File: config.mk
export PLATFORM = sky130hd
export DESIGN_NAME = hazard_fwd_ctrl
export DESIGN_NICKNAME = d
export VERILOG_FILES = /design/src/rtl/hazard_fwd_ctrl_pkg.sv /design/src/rtl/hazard_fwd_ctrl_fwd_match.sv /design/src/rtl/hazard_fwd_ctrl.sv
export SDC_FILE = /design/constraint.sdc
export NUM_CORES = 1
export LEC_CHECK = 0
export CORE_ASPECT_RATIO = 0.6
export CORE_MARGIN = 8
export CORE_UTILIZATION = 60
export CTS_CLUSTER_DIAMETER = 40
export DETAILED_ROUTE_END_ITERATION = 16
export DONT_BUFFER_PORTS = 1
export PLACE_DENSITY = 0.76
export SETUP_SLACK_MARGIN = 0.1
export SLEW_MARGIN = 40
export SYNTH_ARGS = -nofsm -noshare
export SYNTH_HDL_FRONTEND = slang
export SYNTH_SLANG_ARGS = --single-unit
export TNS_END_PERCENT = 1
File: constraint.sdc
create_clock -name clk -period 4 [get_ports clk]
set_input_delay 1.2 -clock clk [delete_from_list [all_inputs] [get_ports clk]]
set_output_delay 1.2 -clock clk [all_outputs]
set_load 0.05 [all_outputs]
File: src/rtl/hazard_fwd_ctrl_pkg.sv
// Shared constants and encodings for the hazard/forwarding controller.
package hazard_fwd_ctrl_pkg;

  localparam int REG_ADDR_WIDTH = 5;
  localparam int MDU_LAT_DEF    = 8;

  // Operand source select driven to the decode-stage operand mux
  typedef enum logic [1:0] {
    FWD_RF  = 2'b00,
    FWD_EX  = 2'b01,
    FWD_MEM = 2'b10,
    FWD_WB  = 2'b11
  } fwd_sel_e;

  // Controller sequencing states
  typedef enum logic [1:0] {
    IDLE       = 2'b00,
    LOAD_STALL = 2'b01,
    MDU_BUSY   = 2'b10,
    MEM_WAIT   = 2'b11
  } state_e;

endpackage

File: src/rtl/hazard_fwd_ctrl_fwd_match.sv
// Per-source forwarding matcher: picks the youngest stage that writes the
// source register, and flags a load-use hazard when that stage is a load in EX.
module hazard_fwd_ctrl_fwd_match #(
  parameter int REG_ADDR_WIDTH = hazard_fwd_ctrl_pkg::REG_ADDR_WIDTH
) (
  input  logic [REG_ADDR_WIDTH-1:0] src,
  input  logic                      used,
  input  logic                      ex_valid,
  input  logic [REG_ADDR_WIDTH-1:0] ex_rd,
  input  logic                      ex_wen,
  input  logic                      ex_is_load,
  input  logic                      mem_valid,
  input  logic [REG_ADDR_WIDTH-1:0] mem_rd,
  input  logic                      mem_wen,
  input  logic                      wb_valid,
  input  logic [REG_ADDR_WIDTH-1:0] wb_rd,
  input  logic                      wb_wen,
  output logic [1:0]                sel,
  output logic                      load_use
);
  import hazard_fwd_ctrl_pkg::*;

  logic live;
  logic ex_hit;
  logic mem_hit;
  logic wb_hit;

  // x0 is hard-wired zero, so it never forwards
  assign live    = used & (src != '0);
  assign ex_hit  = live & ex_valid  & ex_wen  & (ex_rd  == src);
  assign mem_hit = live & mem_valid & mem_wen & (mem_rd == src);
  assign wb_hit  = live & wb_valid  & wb_wen  & (wb_rd  == src);

  // Priority EX > MEM > WB; a load in EX has no data yet, so it stalls instead
  always_comb begin
    sel      = FWD_RF;
    load_use = 1'b0;
    if (ex_hit && ex_is_load) begin
      load_use = 1'b1;
    end
    if (ex_hit && !ex_is_load) begin
      sel = FWD_EX;
    end else if (mem_hit) begin
      sel = FWD_MEM;
    end else if (wb_hit) begin
      sel = FWD_WB;
    end
  end

endmodule

File: src/rtl/hazard_fwd_ctrl.sv
// Hazard and forwarding controller for the 5-stage pipeline: tracks shadow
// destination info for EX/MEM/WB and sequences load-use, MDU and memory stalls.
module hazard_fwd_ctrl #(
  parameter int REG_ADDR_WIDTH = hazard_fwd_ctrl_pkg::REG_ADDR_WIDTH,
  parameter int MDU_LAT        = hazard_fwd_ctrl_pkg::MDU_LAT_DEF
) (
  input  logic                      clk,
  input  logic                      rst_n,
  input  logic                      id_valid,
  input  logic [REG_ADDR_WIDTH-1:0] id_rs1,
  input  logic [REG_ADDR_WIDTH-1:0] id_rs2,
  input  logic                      id_rs1_used,
  input  logic                      id_rs2_used,
  input  logic [REG_ADDR_WIDTH-1:0] id_rd,
  input  logic                      id_wen,
  input  logic                      id_is_load,
  input  logic                      id_is_mdu,
  input  logic                      mem_ready,
  input  logic                      ex_redirect,
  output logic [1:0]                fwd_sel1,
  output logic [1:0]                fwd_sel2,
  output logic                      stall_if_id,
  output logic                      bubble_ex,
  output logic                      hold_ex,
  output logic                      flush_id,
  output logic                      mdu_busy
);
  import hazard_fwd_ctrl_pkg::*;

  localparam int              CNT_W    = $clog2(MDU_LAT) + 1;
  localparam logic [CNT_W-1:0] CNT_LOAD = CNT_W'(MDU_LAT - 1);

  state_e                    state, next_state;
  logic                      resume_mdu, next_resume_mdu;
  logic [CNT_W-1:0]          cnt, next_cnt;

  // Only the EX copy of is_load matters: by MEM the load data is available
  logic                      ex_valid, ex_wen, ex_is_load;
  logic [REG_ADDR_WIDTH-1:0] ex_rd;
  logic                      mem_valid, mem_wen;
  logic [REG_ADDR_WIDTH-1:0] mem_rd;
  logic                      wb_valid, wb_wen;
  logic [REG_ADDR_WIDTH-1:0] wb_rd;

  logic lu1, lu2, load_use, eff_mdu, adv;

  hazard_fwd_ctrl_fwd_match #(.REG_ADDR_WIDTH(REG_ADDR_WIDTH)) u_match1 (
    .src(id_rs1), .used(id_rs1_used),
    .ex_valid(ex_valid), .ex_rd(ex_rd), .ex_wen(ex_wen), .ex_is_load(ex_is_load),
    .mem_valid(mem_valid), .mem_rd(mem_rd), .mem_wen(mem_wen),
    .wb_valid(wb_valid), .wb_rd(wb_rd), .wb_wen(wb_wen),
    .sel(fwd_sel1), .load_use(lu1)
  );

  hazard_fwd_ctrl_fwd_match #(.REG_ADDR_WIDTH(REG_ADDR_WIDTH)) u_match2 (
    .src(id_rs2), .used(id_rs2_used),
    .ex_valid(ex_valid), .ex_rd(ex_rd), .ex_wen(ex_wen), .ex_is_load(ex_is_load),
    .mem_valid(mem_valid), .mem_rd(mem_rd), .mem_wen(mem_wen),
    .wb_valid(wb_valid), .wb_rd(wb_rd), .wb_wen(wb_wen),
    .sel(fwd_sel2), .load_use(lu2)
  );

  assign load_use = id_valid & (lu1 | lu2);
  // A memory wait that interrupted an MDU op still counts as MDU occupancy
  assign eff_mdu  = (state == MDU_BUSY) | ((state == MEM_WAIT) & resume_mdu);
  assign adv      = mem_ready & ~eff_mdu;

  // Next-state and control outputs; memory wait dominates, then MDU, redirect, load-use
  always_comb begin
    next_state      = state;
    next_cnt        = cnt;
    next_resume_mdu = resume_mdu;
    stall_if_id     = 1'b0;
    bubble_ex       = 1'b0;
    hold_ex         = 1'b0;
    flush_id        = 1'b0;
    mdu_busy        = 1'b0;
    if (!mem_ready) begin
      next_state      = MEM_WAIT;
      next_resume_mdu = eff_mdu;
      stall_if_id     = 1'b1;
      hold_ex         = 1'b1;
      mdu_busy        = eff_mdu;
    end else if (eff_mdu) begin
      mdu_busy    = 1'b1;
      hold_ex     = 1'b1;
      stall_if_id = 1'b1;
      if (cnt <= CNT_W'(1)) begin
        next_state      = IDLE;
        next_cnt        = '0;
        next_resume_mdu = 1'b0;
      end else begin
        next_state = MDU_BUSY;
        next_cnt   = cnt - CNT_W'(1);
      end
    end else begin
      next_state      = IDLE;
      next_resume_mdu = 1'b0;
      if (ex_redirect) begin
        flush_id  = 1'b1;
        bubble_ex = 1'b1;
      end else if (load_use) begin
        stall_if_id = 1'b1;
        bubble_ex   = 1'b1;
        next_state  = LOAD_STALL;
      end else if (id_valid && id_is_mdu) begin
        next_state = MDU_BUSY;
        next_cnt   = CNT_LOAD;
      end
    end
  end

  // State register, MDU countdown and resume marker
  always_ff @(posedge clk or negedge rst_n) begin
    if (!rst_n) begin
      state      <= IDLE;
      cnt        <= '0;
      resume_mdu <= 1'b0;
    end else begin
      state      <= next_state;
      cnt        <= next_cnt;
      resume_mdu <= next_resume_mdu;
    end
  end

  // Shadow destination pipe, moving in lockstep with the real pipeline
  always_ff @(posedge clk or negedge rst_n) begin
    if (!rst_n) begin
      ex_valid   <= 1'b0;
      ex_rd      <= '0;
      ex_wen     <= 1'b0;
      ex_is_load <= 1'b0;
      mem_valid  <= 1'b0;
      mem_rd     <= '0;
      mem_wen    <= 1'b0;
      wb_valid   <= 1'b0;
      wb_rd      <= '0;
      wb_wen     <= 1'b0;
    end else if (adv) begin
      wb_valid   <= mem_valid;
      wb_rd      <= mem_rd;
      wb_wen     <= mem_wen;
      mem_valid  <= ex_valid;
      mem_rd     <= ex_rd;
      mem_wen    <= ex_wen;
      ex_valid   <= id_valid & ~(bubble_ex | flush_id);
      ex_rd      <= id_rd;
      ex_wen     <= id_wen;
      ex_is_load <= id_is_load;
    end
  end

endmodule

# After elaboration in Yosys (flattened, before gate mapping)
# Cells that the tools add are included.
# op_classes
eq_ne	11
add_sub_neg	1
bitwise	29
order_cmp	1
muxes	35
reduce_logical	10
# op_table
operator	n
$eq A5 B5 Y1	6
$and A1 B1 Y1	24
$mux W2	12
$mux W4	5
$mux W1	18
$reduce_bool A5 Y1	2
$logic_and A1 B1 Y1	5
$eq A2 B2 Y1 const B	2
$le A4 B1 Y1 const B	1
$ne A2 B1 Y1 const B	2
$reduce_and A4 Y1	1
$sub A4 B1 Y4 const B	1
$ne A3 B2 Y1 const B	1
$or A1 B1 Y1	3
$not A1 Y1	2
$reduce_bool A2 Y1	1
$logic_not A1 Y1	1
# totals
input_bits	25
ff_bits	29
output_inout_bits	9

# Logic depth before layout (Yosys ltp)
# depth
word_depth	16
depth_mapped	7
mapped_depth_nobuf	7

# Modules after synthesis
# A second synthesis with hierarchy kept.
# hier_totals
cells_unflattened	157
area_unflattened_um2	1765.4
# by_module_without_submodules
module	instances	cells_per_inst	area_each_um2
hazard_fwd_ctrl	1	95	1317.5
hazard_fwd_ctrl_fwd_match	2	31	224.0

# Worst setup path before layout
# Ideal clock, no wire load.
# synth_path
path_kind	input-to-output
from	in id_rs2[2]
to	out fwd_sel2[0]
path_slack_ns	-0.433
arrival_time_ns	3.233
cell_stages	4
path_cell_list	xnor2_1 > nand4_1 > or4_2 > o21ai_0
# synth_between
elab_chain_cells	8
elab_cells_between_ends	18
cone_classes	eq/ne: 3; mux: 3; bitwise: 10; reduce/logical: 2
# synth_lines
item	line_no	source
start: declaration	hazard_fwd_ctrl.sv:11	input logic [REG_ADDR_WIDTH-1:0] id_rs2,
$reduce_bool A5 Y1	hazard_fwd_ctrl_fwd_match.sv:29	assign live = used & (src != '0);
$and A1 B1 Y1	hazard_fwd_ctrl_fwd_match.sv:29	
$and A1 B1 Y1 (3 in series)	hazard_fwd_ctrl_fwd_match.sv:32	assign wb_hit = live & wb_valid & wb_wen & (wb_rd == src);
$mux W2	hazard_fwd_ctrl_fwd_match.sv:45	end else if (wb_hit) begin
$mux W2	hazard_fwd_ctrl_fwd_match.sv:43	end else if (mem_hit) begin
$mux W2 *	hazard_fwd_ctrl_fwd_match.sv:41	if (ex_hit && !ex_is_load) begin
end: declaration	hazard_fwd_ctrl.sv:21	output logic [1:0] fwd_sel2,
# Mark *: on every way between the ends. The rest lies on a longest branch, timed or not.

# Final worst setup path
# layout_path
from	in id_rs1[0]
to	out stall_if_id
# layout_between
elab_chain_cells	13
elab_cells_between_ends	14
cone_classes	eq/ne: 1; mux: 5; bitwise: 6; reduce/logical: 2
# layout_lines
item	line_no	source
start: declaration	hazard_fwd_ctrl.sv:10	input logic [REG_ADDR_WIDTH-1:0] id_rs1,
$reduce_bool A5 Y1	hazard_fwd_ctrl_fwd_match.sv:29	
$and A1 B1 Y1	hazard_fwd_ctrl_fwd_match.sv:29	
$and A1 B1 Y1 (2 in series)	hazard_fwd_ctrl_fwd_match.sv:30	assign ex_hit = live & ex_valid & ex_wen & (ex_rd == src);
$and A1 B1 Y1 *	hazard_fwd_ctrl_fwd_match.sv:30	
$logic_and A1 B1 Y1 *	hazard_fwd_ctrl_fwd_match.sv:38	if (ex_hit && ex_is_load) begin
$mux W1 *	hazard_fwd_ctrl_fwd_match.sv:38	
$or A1 B1 Y1 *	hazard_fwd_ctrl.sv:63	assign load_use = id_valid & (lu1 | lu2);
$and A1 B1 Y1 *	hazard_fwd_ctrl.sv:63	
$mux W1 *	hazard_fwd_ctrl.sv:102	end else if (load_use) begin
$mux W1 *	hazard_fwd_ctrl.sv:99	if (ex_redirect) begin
$mux W1 *	hazard_fwd_ctrl.sv:84	end else if (eff_mdu) begin
$mux W1 *	hazard_fwd_ctrl.sv:78	if (!mem_ready) begin
end: declaration	hazard_fwd_ctrl.sv:22	output logic stall_if_id,
# Marked as above.

==> summary.txt <==
Placed design
  • Routability Congestion: around 0.95
  • HPWL Detailed: 3220 um
  • Cell Area, Placed: between 1500 and 2000 um2
  • PortBufs: 0
  • Pre-CTS WS: 183 ps

Setup path
  • CP Class: input port to output pin
  • Data required time of the critical path: approximately 2800 ps
  • FF-to-FF path depth: 5
  • Startpoint Class: input port
  • Setup slack, reg-to-reg: 2170 ps
  • CP Capture Type: output pin
  • R2R Path Start: resume_mdu
  • Reg-to-Reg End: wb_wen
  • Crit-path max FO: 8
  • Worst Path Arrival: 2610 ps

Timing
  • Crit share post-route: 95.4%
  • Period minus WS final: between 3000 and 4000 ps
  • Slew Limit Headroom: 59.5%
  • Max-slew violations: 0
  • Achievable Freq: ~0.26 GHz
  • Hold Slack: 522 ps
  • Setup WS post-layout: between 150 and 200 ps
  • Worst Skew: between 9 and 10 ps
  • Total negative slack: 0 ps
  • Final Hold Viols: 0
  • Worst-margin pin slew: about 600 ps
  • Final setup vio count: 0
  • RSZ-0062 raised after global routing: no

Final layout
  • Most common library cell in the layout ignoring fill and taps: dfrtp_1
  • Final nets: slightly below 200
  • Fill cells: between 200 and 250
  • Syn-to-layout area delta: 11.8%
  • Antenna cell count: 0
  • Commonest non-fill, non-tap cells in the layout: dfrtp_1, xnor2_1, mux2_2
  • Sequential cell area: roughly 730 um2
  • Post-route cell area: approximately 1900 um2
  • Area taken by multi-input logic gates: approximately 970 um2
  • Layout cells sized above 1: approximately 28%

Logic synthesis
  • Yosys warns: 0
  • Cell taking the most area after synthesis: dfrtp_1
  • Synth Instances: between 150 and 200
  • Synth Net Count: about 180
  • Syn Area/Cell: 11.0 um2
  • Yosys cell types: 34
  • Top-area cell type share of the netlist area: a little over two fifths
  • Sequential fraction of the synthesis area: between 40 and 50%
  • Syn Std Cell Area: around 1700 um2
  • Synth area leaders: dfrtp_1, mux2_2, xnor2_1, xor2_1, nand4_1
  • #FFs+latches synth: 29

Min path
  • Worst Hold Endpoint: wb_valid
  • Hold Path Cell Cnt: 1
  • Worst hold path class: flip-flop to flip-flop
  • Hold Startpoint: wb_valid

Global routing
  • Largest net degree at the start of global routing: 30
  • Initial antenna violation count: 0
  • Vias in the first global route: 1,271
  • First-pass GRT wire length: 6490 um
  • Tot GR Track Use: about 17%
  • Grt total ovfl: 0

Floorplan
  • Die W: between 80 and 90 um
  • Area of the core: 2800 um2
  • Starting Density: approximately three fifths
  • Die H: ~57 um
  • Num rows: 15
  • DIE AREA: 4890 um2
  • I/O Pins: 34

CTS
  • Sink Count: 29
  • Clock Pin Slew Worst Setup and Hold Paths: approximately 60 ps
  • CTS Buf Count: 5
  • CTS max path bufs: 2
  • Clk Tree Root Cell: clkbuf_8
  • H-tree levels: 2
  • TritonCTS clock tree: done
  • Skew-Pair Late Insertion Delay: 290 ps
  • Postcts setup bufs: 0
  • Hold Buf Count CTS: 0

Routing
  • DRT Wirelength: 3940 um
  • DR vias: between 1,000 and 1,500
  • DR DRC count: 0
  • Routed vias/inst: 6.00
  • Iteration-0 DRC Markers: 92
  • DR pass1 iterations: 4
  • Antenna Nets Post-Route: 0
  • Routed WL per cell: a little under 20 um

Flow run
  • Max_cap viols: 0

Outcome
  • Run status: finished, final reports clean

Power
  • VDD IR-drop max: 0.000416 V
  • Pleak: slightly below 0.8 nW
  • Pwr Density: roughly 700 nW/um2
  • Overall power: ~1.3 mW
## synth_stat cells (all sizes together)
cell type   n
dfrtp      29
xnor2      24
mux2       22
nand2       9
nor2        7
o21ai       7
or4         7
nand4       6
xor2        6
inv         5
nand2b      5
a21oi       3
mux2i       3
nand3       3
nor3        3
buf         2
ha          2
nor2b       2
nor4        2
o21a        2
a21boi      1
a21o        1
a31o        1
clkbuf      1
o211ai      1
o31ai       1
or3         1
## sequential cells by signal, summed over array words and instances (netlist names)
| signal | flops |
|---|---|
| cnt | 4 |
| ex_is_load | 1 |
| ex_rd | 5 |
| ex_valid | 1 |
| ex_wen | 1 |
| mem_rd | 5 |
| mem_valid | 1 |
| mem_wen | 1 |
| resume_mdu | 1 |
| state | 2 |
| wb_rd | 5 |
| wb_valid | 1 |
| wb_wen | 1 |
## metrics by stage
| step | std cells | utilization (%) |
|---|---|---|
| after floorplan | 156 | - |
| after global placement | 195 | 64.8 |
| after detailed placement | 195 | 64.8 |
| after CTS | 202 | 68.5 |
| after global routing | 202 | 68.7 |
| final | 202 | 68.7 |
## report_power, final
part	leakage (nW)	internal, mW	switching [mW]	total [mW]
Sequential	0.346	0.420	0.163	0.583
Clock	0.0540	0.180	0.106	0.286
Combinational	0.388	0.257	0.217	0.474
## worst max-delay path, stage by stage
cell and delay, ps:
or4_1 550, o21ai_2 190, nor4_2 90, o21a_4 240, a21o_1 160, buf_4 180
## routing by layer
metal  up-vias  track usage [%]  routed length (um)
li1        576                -                   -
met1       598             22.1                1870
met2        34             25.9                1740
met3         4             8.30                 277
met4         0             4.52                  44
met5         -                0                   0
## how the worst max path moves through the flow
| stage | startpoint | to | slack, ps | depth (start not counted) |
|---|---|---|---|---|
| 3_5_place_dp | id_rs1[0] | stall_if_id | 180 | 6 |
| 3_3_place_gp | id_rs1[0] | stall_if_id | 220 | 6 |
| 2_1_floorplan | id_rs2[0] | fwd_sel2[1] | -50 | 4 |
| 5_1_grt | id_rs1[0] | stall_if_id | 150 | 6 |
| 6_report | id_rs1[0] | stall_if_id | 190 | 6 |
| 4_1_cts | id_rs1[0] | stall_if_id | 180 | 6 |
## final cells by class
type	instances	share of cell area [%]
clock buffers	5	3.58
repair buffers	8	3.13
clock inverters	2	1.82
flip-flops and latches	29	37.8
inverters	5	0.977
well taps	34	2.21
multi-input cells	119	50.5
## kinds of logic after synthesis
| kind of cell | after synthesis | synth area share, % |
|---|---|---|
| adder cells (fa/ha/maj) | 2 | 1.46 |
| AND/OR/NAND/NOR | 45 | 14.8 |
| buffers and inverters | 8 | 1.89 |
| AO/OA/AOI/OAI | 17 | 8.15 |
| XOR/XNOR | 30 | 15.3 |
| flip-flops | 29 | 42.2 |
| multiplexers | 25 | 16.2 |
## what timing repair did
| item | 4_1_cts | 5_1_grt |
|---|---|---|
| hold endpoints to repair | 0 | 0 |
| setup endpoints to repair | 0 | 1 |
| resized for setup | 0 | 1 |
(Power assumes the default switching activity.)
